==> config.mk <==
export PLATFORM = sky130hd
export DESIGN_NAME = ultrasonic_scan_scheduler_flat
export DESIGN_NICKNAME = d
export VERILOG_FILES = /design/src/rtl/ultrasonic_scan_scheduler_pkg.sv /design/src/rtl/ultrasonic_scan_scheduler_if.sv /design/src/rtl/ultrasonic_scan_scheduler_echo_sync.sv /design/src/rtl/ultrasonic_scan_scheduler.sv /design/src/flat_wrapper.sv
export SDC_FILE = /design/constraint.sdc
export NUM_CORES = 1
export LEC_CHECK = 0
export ABC_CLOCK_PERIOD_IN_PS = 3600
export CAP_MARGIN = 10
export CORE_UTILIZATION = 40
export CTS_BUF_LIST = sky130_fd_sc_hd__clkbuf_2 sky130_fd_sc_hd__clkbuf_4 sky130_fd_sc_hd__clkbuf_8
export CTS_CLUSTER_SIZE = 25
export DETAILED_ROUTE_END_ITERATION = 12
export PLACE_DENSITY_LB_ADDON = 0.25
export SYNTH_ARGS = -nofsm -noshare
export SYNTH_HDL_FRONTEND = slang
export SYNTH_SLANG_ARGS = --single-unit
==> constraint.sdc <==
create_clock -name clk -period 3.6 [get_ports clk]
set_input_delay 0.72 -clock clk [delete_from_list [all_inputs] [get_ports clk]]
set_output_delay 0.72 -clock clk [all_outputs]
set_load 0.03 [all_outputs]
==> src/rtl/ultrasonic_scan_scheduler_pkg.sv <==
// Shared types and default timing for the ultrasonic scan scheduler:
// the scheduler state encoding and the production timing defaults.
package ultrasonic_pkg;

    typedef enum logic [2:0] {
        IDLE,
        SELECT,
        TRIGGER,
        WAIT_RISE,
        MEASURE,
        REPORT,
        HOLDOFF
    } state_t;

    localparam int DEF_NUM_SENSORS     = 4;
    localparam int DEF_CLK_PER_US      = 50;
    localparam int DEF_TRIG_US         = 10;
    localparam int DEF_RISE_TIMEOUT_US = 2000;
    localparam int DEF_MAX_ECHO_US     = 30000;
    localparam int DEF_HOLDOFF_US      = 10000;

    localparam int          RESULT_W   = 16;
    localparam logic [15:0] RESULT_SAT = 16'hFFFF;

endpackage

==> src/rtl/ultrasonic_scan_scheduler_if.sv <==
// Result handshake between the scan scheduler (master) and its consumer (slave).
interface ultrasonic_scan_scheduler_if #(
    parameter int ID_W = 2
);
    import ultrasonic_pkg::*;

    logic [RESULT_W-1:0] result_data;
    logic [ID_W-1:0]     result_id;
    logic                result_timeout;
    logic                result_valid;
    logic                result_ready;

    modport master (
        output result_data, result_id, result_timeout, result_valid,
        input  result_ready
    );

    modport slave (
        input  result_data, result_id, result_timeout, result_valid,
        output result_ready
    );

endinterface

==> src/rtl/ultrasonic_scan_scheduler_echo_sync.sv <==
// Two-flop synchronizer for one asynchronous echo line, plus a third stage
// used to detect synchronized rising and falling edges.
module echo_sync (
    input  logic clk,
    input  logic reset,
    input  logic echo_in,
    output logic rise,
    output logic fall
);

    logic [2:0] sync_q;

    always_ff @(posedge clk) begin
        if (reset) begin
            sync_q <= '0;
        end else begin
            sync_q <= {sync_q[1:0], echo_in};
        end
    end

    assign rise = sync_q[1] & ~sync_q[2];
    assign fall = ~sync_q[1] & sync_q[2];

endmodule

==> src/rtl/ultrasonic_scan_scheduler.sv <==
// Round-robin scheduler that shares one echo-width measurement engine across
// several ultrasonic sensors and reports each result through a valid/ready handshake.
module ultrasonic_scan_scheduler
    import ultrasonic_pkg::*;
#(
    parameter int NUM_SENSORS     = DEF_NUM_SENSORS,
    parameter int CLK_PER_US      = DEF_CLK_PER_US,
    parameter int TRIG_US         = DEF_TRIG_US,
    parameter int RISE_TIMEOUT_US = DEF_RISE_TIMEOUT_US,
    parameter int MAX_ECHO_US     = DEF_MAX_ECHO_US,
    parameter int HOLDOFF_US      = DEF_HOLDOFF_US
) (
    input  logic                   clk,
    input  logic                   reset,
    input  logic                   enable,
    input  logic [NUM_SENSORS-1:0] sensor_mask,
    input  logic [NUM_SENSORS-1:0] echo,
    output logic [NUM_SENSORS-1:0] trigger,
    output logic                   busy,
    ultrasonic_scan_scheduler_if.master res
);

    localparam int ID_W = $clog2(NUM_SENSORS);
    localparam int PW   = (CLK_PER_US > 1) ? $clog2(CLK_PER_US) : 1;

    localparam logic [PW-1:0]          PRESC_LAST = PW'(CLK_PER_US - 1);
    localparam logic [15:0]            TRIG_LAST  = 16'(TRIG_US - 1);
    localparam logic [15:0]            RISE_LAST  = 16'(RISE_TIMEOUT_US - 1);
    localparam logic [15:0]            ECHO_LAST  = 16'(MAX_ECHO_US - 1);
    localparam logic [15:0]            HOLD_LAST  = 16'(HOLDOFF_US - 1);
    localparam logic [ID_W-1:0]        LAST_CH    = ID_W'(NUM_SENSORS - 1);
    localparam logic [NUM_SENSORS-1:0] ONE_HOT0   = NUM_SENSORS'(1);

    state_t                 state_q, state_d;
    logic [ID_W-1:0]        sel_q, sel_d, last_q;
    logic [ID_W-1:0]        cand, next_ch;
    logic                   next_found;
    logic [PW-1:0]          presc_q;
    logic [15:0]            us_q;
    logic                   tick;
    logic [15:0]            data_q, data_d;
    logic                   tmo_q, tmo_d;
    logic                   valid_q;
    logic [NUM_SENSORS-1:0] trig_q;
    logic [NUM_SENSORS-1:0] echo_rise, echo_fall;

    for (genvar g = 0; g < NUM_SENSORS; g++) begin : g_sync
        echo_sync u_sync (
            .clk     (clk),
            .reset   (reset),
            .echo_in (echo[g]),
            .rise    (echo_rise[g]),
            .fall    (echo_fall[g])
        );
    end

    assign tick = (presc_q == PRESC_LAST);

    // First masked channel strictly after the last served one, wrapping.
    always_comb begin
        cand       = last_q;
        next_ch    = last_q;
        next_found = 1'b0;
        for (int i = 0; i < NUM_SENSORS; i++) begin
            cand = (cand == LAST_CH) ? '0 : cand + 1'b1;
            if (!next_found && sensor_mask[cand]) begin
                next_ch    = cand;
                next_found = 1'b1;
            end
        end
    end

    always_comb begin
        state_d = state_q;
        sel_d   = sel_q;
        data_d  = data_q;
        tmo_d   = tmo_q;
        unique case (state_q)
            IDLE: begin
                if (enable && next_found) state_d = SELECT;
            end
            SELECT: begin
                if (enable && next_found) begin
                    state_d = TRIGGER;
                    sel_d   = next_ch;
                end else begin
                    state_d = IDLE;
                end
            end
            TRIGGER: begin
                if (tick && us_q == TRIG_LAST) state_d = WAIT_RISE;
            end
            WAIT_RISE: begin
                if (echo_rise[sel_q]) begin
                    state_d = MEASURE;
                end else if (tick && us_q == RISE_LAST) begin
                    state_d = REPORT;
                    data_d  = RESULT_SAT;
                    tmo_d   = 1'b1;
                end
            end
            MEASURE: begin
                // The tick landing on the fall cycle completes the last microsecond.
                if (tick && us_q == ECHO_LAST) begin
                    state_d = REPORT;
                    data_d  = RESULT_SAT;
                    tmo_d   = 1'b1;
                end else if (echo_fall[sel_q]) begin
                    state_d = REPORT;
                    data_d  = us_q + {15'd0, tick};
                    tmo_d   = 1'b0;
                end
            end
            REPORT: begin
                if (valid_q && res.result_ready) state_d = HOLDOFF;
            end
            HOLDOFF: begin
                if (tick && us_q == HOLD_LAST) state_d = SELECT;
            end
            default: state_d = IDLE;
        endcase
    end

    always_ff @(posedge clk) begin
        if (reset) begin
            state_q <= IDLE;
            sel_q   <= '0;
            last_q  <= LAST_CH;
            presc_q <= '0;
            us_q    <= '0;
            data_q  <= '0;
            tmo_q   <= 1'b0;
            valid_q <= 1'b0;
            trig_q  <= '0;
        end else begin
            state_q <= state_d;
            sel_q   <= sel_d;
            data_q  <= data_d;
            tmo_q   <= tmo_d;
            if (state_q == SELECT && state_d == TRIGGER) last_q <= next_ch;
            // Timebase restarts on every state change so each phase is measured from entry.
            if (state_d != state_q) begin
                presc_q <= '0;
                us_q    <= '0;
            end else if (state_q inside {TRIGGER, WAIT_RISE, MEASURE, HOLDOFF}) begin
                presc_q <= tick ? '0 : presc_q + 1'b1;
                if (tick) us_q <= us_q + 16'd1;
            end
            trig_q  <= (state_d == TRIGGER) ? (ONE_HOT0 << sel_d) : '0;
            valid_q <= (state_d == REPORT);
        end
    end

    assign trigger            = trig_q;
    assign busy               = (state_q != IDLE);
    assign res.result_data    = data_q;
    assign res.result_id      = sel_q;
    assign res.result_timeout = tmo_q;
    assign res.result_valid   = valid_q;

endmodule

==> src/flat_wrapper.sv <==
// flat-port wrapper written by rule: the top's interface ports become plain ports
module ultrasonic_scan_scheduler_flat import ultrasonic_pkg::*;
#(
    parameter int NUM_SENSORS     = DEF_NUM_SENSORS,
    parameter int CLK_PER_US      = DEF_CLK_PER_US,
    parameter int TRIG_US         = DEF_TRIG_US,
    parameter int RISE_TIMEOUT_US = DEF_RISE_TIMEOUT_US,
    parameter int MAX_ECHO_US     = DEF_MAX_ECHO_US,
    parameter int HOLDOFF_US      = DEF_HOLDOFF_US
)
  (clk, reset, enable, sensor_mask, echo, trigger, busy, res_result_data, res_result_id, res_result_timeout, res_result_valid, res_result_ready);
  ultrasonic_scan_scheduler_if #(.ID_W(2)) res_i ();
  input  logic clk;
  input  logic reset;
  input  logic enable;
  input  logic [NUM_SENSORS-1:0] sensor_mask;
  input  logic [NUM_SENSORS-1:0] echo;
  output logic [NUM_SENSORS-1:0] trigger;
  output logic busy;
  output wire logic [$bits(res_i.result_data)-1:0] res_result_data;
  output wire logic [$bits(res_i.result_id)-1:0] res_result_id;
  output wire logic [$bits(res_i.result_timeout)-1:0] res_result_timeout;
  output wire logic [$bits(res_i.result_valid)-1:0] res_result_valid;
  input wire logic [$bits(res_i.result_ready)-1:0] res_result_ready;
  assign res_result_data = res_i.result_data;
  assign res_result_id = res_i.result_id;
  assign res_result_timeout = res_i.result_timeout;
  assign res_result_valid = res_i.result_valid;
  assign res_i.result_ready = res_result_ready;
  ultrasonic_scan_scheduler #(.NUM_SENSORS(NUM_SENSORS), .CLK_PER_US(CLK_PER_US), .TRIG_US(TRIG_US), .RISE_TIMEOUT_US(RISE_TIMEOUT_US), .MAX_ECHO_US(MAX_ECHO_US), .HOLDOFF_US(HOLDOFF_US)) u_core (.clk(clk), .reset(reset), .enable(enable), .sensor_mask(sensor_mask), .echo(echo), .trigger(trigger), .busy(busy), .res(res_i));
endmodule
==> summary.md <==
| Metric | Value |
|---|---|
| Largest net degree at the start of global routing | 30 |
| Via density | 5.40 |
| CTS H-tree lvls | 3 |
| Clock Sinks | 63 |
| Total power per unit cell area | 398 nW/µm² |
| Multi-input logic area | 1850 µm² |
| P_int | 1.20 mW |
| Post-CTS sizing | 0 |
| CTS tree | built |
| Layout area overhead | 19.9% |
| Die span in x | 92.1 µm |
| Post-synthesis sequential area ratio | 38.8% |
| Layout Skew | 6.03 ps |
| Crit path capture type | register |
| Remaining antenna violation count | 0 |
| Routed WL per cell | 13.4 µm |
| Crit share post-route | 79.9% |
| Leakage power | 1.27 nW |
| Worst-Margin Slew | 476 ps |
| Ys Warns | 0 |
| Period minus WS final | 2880 ps |
| # nets final | 439 |
| Max Slew Vio Count | 0 |
| Fin util | 49.9% |
| Avg Cell Area, Syn | 8.25 µm² |
| Worst r2r src | u_core.us_q[0]$_SDFFE_PP0P_ |
| Core Box Area | 7810 µm² |
| Critical path arrival | 3100 ps |
| Status | finished clean |
| Cts hold-fix bufs | 0 |
| Worst setup SP type | register |
| Final Hold Viols | 0 |
| Post-Synthesis Cells | 394 |
| Clk_lat worst skew | 340 ps |
| Hold path start | u_core.g_sync[1].u_sync.sync_q[0]$_SDFF_PP0_ |
| GRT overflow | 0 |
| Die Span Y | 92.1 µm |
| Peak Freq | 0.347 GHz |
| Combinational share of power | 8.0% |
| Commonest non-fill, non-tap cell in the layout | dfxtp_1 |
| PortBufs | 36 |
| Ys flop type | dfxtp_1 |
| Setup Fix Bufs, Post-CTS | 0 |
| Layout cells sized above 1 | 7.55% |
| Iteration-0 DRC Markers | 250 |
| Yosys reg bits | 63 |
| Sw Share | 22.5% |
| Hold Path Depth | 1 |
| Max cap viols | 0 |
| Worst slew margin | 68.0% |
| Reg-to-reg slack, setup | 720 ps |
| Die ar. | 8490 µm² |
| Longest Clk Path Bufs | 2 |
| FF-to-FF End | u_core.res.result_data[1]$_SDFFE_PP0P_ |
| GPL Wtd Cong | 0.907 |
| # IOs | 37 |
| Post-DP HPWL | 5.01 mm |
| Clk slew on worst S/H paths | 70 ps |
| GRT Util Overall | 17.5% |
| Initial antenna violation count | 0 |
| Setup Viol. Count Final | 0 |
| First-pass DRT Iterations | 4 |
| Row cnt | 32 |
| Number of synthesized flops with an enable pin | 0 |
| FF-to-FF path depth | 9 |
| Setup TNS | 0 ps |
| Power share of the clock group | 45.6% |
| Via count | 2841 |
| Commonest non-fill, non-tap cells in the layout | dfxtp_1, nor2_1, nor3_1 |
| Drt total wl | 7.04 mm |
| First-pass GRT wire length | 11.9 mm |
| Syn nets | 413 |
| Initial core utilization | 41.6% |
| Net switching power | 0.349 mW |
| Hold endpoint | u_core.g_sync[1].u_sync.sync_q[1]$_SDFF_PP0_ |
| Asr flop ratio synth | 0% |
| Hold WC Path Type | register to register |
| DR DRC count | 0 |
| Crit-path max FO | 17 |
| Vias in the first global route | 2515 |
| CTS buffer count | 9 |
| Root Buffer | clkbuf_8 |
| Filler instances | 770 |
| Mapped Area | 3250 µm² |
| Crit path required time | 3820 ps |
| Worst Setup Path Type | register to register |
| RSZ-0062 raised after global routing | false |
| Synth unique cells | 48 |
| Diodes inserted | 0 |
| IR drop worst, VDD | 0.187 mV |
| Sequential cell area | 1260 µm² |
| Flop pwr share | 46.4% |
registers in the layout, summed over array words and instances, names as in the netlist:
register / count
u_core.state_q: 3
u_core.us_q: 16
u_core.res.result_timeout: 1
u_core.trigger: 4
u_core.res.result_id: 2
u_core.res.result_data: 16
u_core.last_q: 2
u_core.presc_q: 6
u_core.g_sync.u_sync.sync_q: 12
u_core.res.result_valid: 1
critical path, stage by stage (launching register included):
cell	delay (ps)
dfxtp_1	450
ha_1	270
nand3b_1	120
or3_1	330
or4_4	530
or3_4	370
a211oi_4	230
buf_4	240
nor2b_1	150
nor3_1	50
worst max-delay path by stage:
stage / start / endpoint / slack (ps)
after floorplan: u_core.us_q[0]$_SDFFE_PP0P_ / u_core.res.result_data[10]$_SDFFE_PP0P_ / 1000
after global placement: sensor_mask[1] / u_core.presc_q[4]$_SDFFE_PP0N_ / 550
after detailed placement: sensor_mask[1] / u_core.presc_q[5]$_SDFFE_PP0N_ / 420
after CTS: u_core.us_q[0]$_SDFFE_PP0P_ / u_core.res.result_data[1]$_SDFFE_PP0P_ / 720
after global routing: u_core.us_q[0]$_SDFFE_PP0P_ / u_core.res.result_data[0]$_SDFFE_PP0P_ / 590
final: u_core.us_q[0]$_SDFFE_PP0P_ / u_core.res.result_data[1]$_SDFFE_PP0P_ / 720
per-stage QoR:
step | worst slack (ps) | power, mW | hold WS (ps) | std cells | area (µm²)
after floorplan | 1000 | 0.815 | 414 | 394 | 3250
after global placement | 548 | 0.856 | 417 | 511 | 3670
after detailed placement | 423 | 0.859 | 428 | 511 | 3670
after CTS | 720 | 1.57 | 444 | 526 | 3900
after global routing | 588 | 1.62 | 459 | 526 | 3900
final | 722 | 1.55 | 440 | 526 | 3900
routing by layer:
metal	GRT usage (%)	part of all wire [%]
met2	26.9	46
met4	9.77	1.6
met3	2.99	3.9
met5	0	0
met1	23.2	48
area by class of cell:
| class | count | share of cell area, % |
|---|---|---|
| multi-input combinational | 299 | 47.6 |
| sequential | 63 | 32.4 |
| timing repair buffer | 42 | 10.4 |
| clock buffer | 12 | 4.24 |
| tap | 102 | 3.27 |
| clock inverter | 3 | 1.67 |
| inverter | 5 | 0.482 |
logic make-up (layout without fill, tap and decap cells):
kind of cell / after synthesis / after routing / share of synthesized area (%)
adders and majority gates: 7 / 7 / 2.70
buffers and inverters: 32 / 62 / 4.12
muxes: 1 / 1 / 0.693
AOI/OAI and AO/OA: 57 / 57 / 11.8
xor gates and xnor gates: 34 / 34 / 9.16
DFF: 63 / 63 / 38.8
and+or+nand+nor: 200 / 200 / 32.7
Yosys cell counts (4+ instances only):
master / number / area share [%]
ha_1: 7 / 2.7
nor3_1: 37 / 5.7
nand2_1: 19 / 2.2
nor2b_1: 19 / 3.7
and3_1: 4 / 0.77
clkbuf_1: 22 / 2.5
nor3b_1: 4 / 0.92
or2_2: 5 / 0.96
inv_1: 5 / 0.58
dfxtp_1: 63 / 39
or3_1: 6 / 1.2
nor4b_1: 4 / 1.1
nor2_1: 51 / 5.9
nand2b_1: 9 / 1.7
nor4_1: 4 / 0.77
o21ai_0: 13 / 2.0
a21oi_1: 10 / 1.5
nand4_1: 12 / 2.3
nand3_1: 12 / 1.8
a211oi_1: 16 / 3.7
xor2_1: 14 / 3.8
xnor2_1: 20 / 5.4
a31oi_1: 5 / 0.96
power groups by stage:
stage               Clock, mW  Sequential (mW)  Combinational, mW
global placement            0            0.734              0.122
CTS                     0.721            0.719              0.125
global route            0.762            0.720              0.135
finish                  0.706            0.719              0.124
floorplan                   0            0.733             0.0820
detailed placement          0            0.735              0.124
No activity file was read; power rests on OpenSTA's default activity.
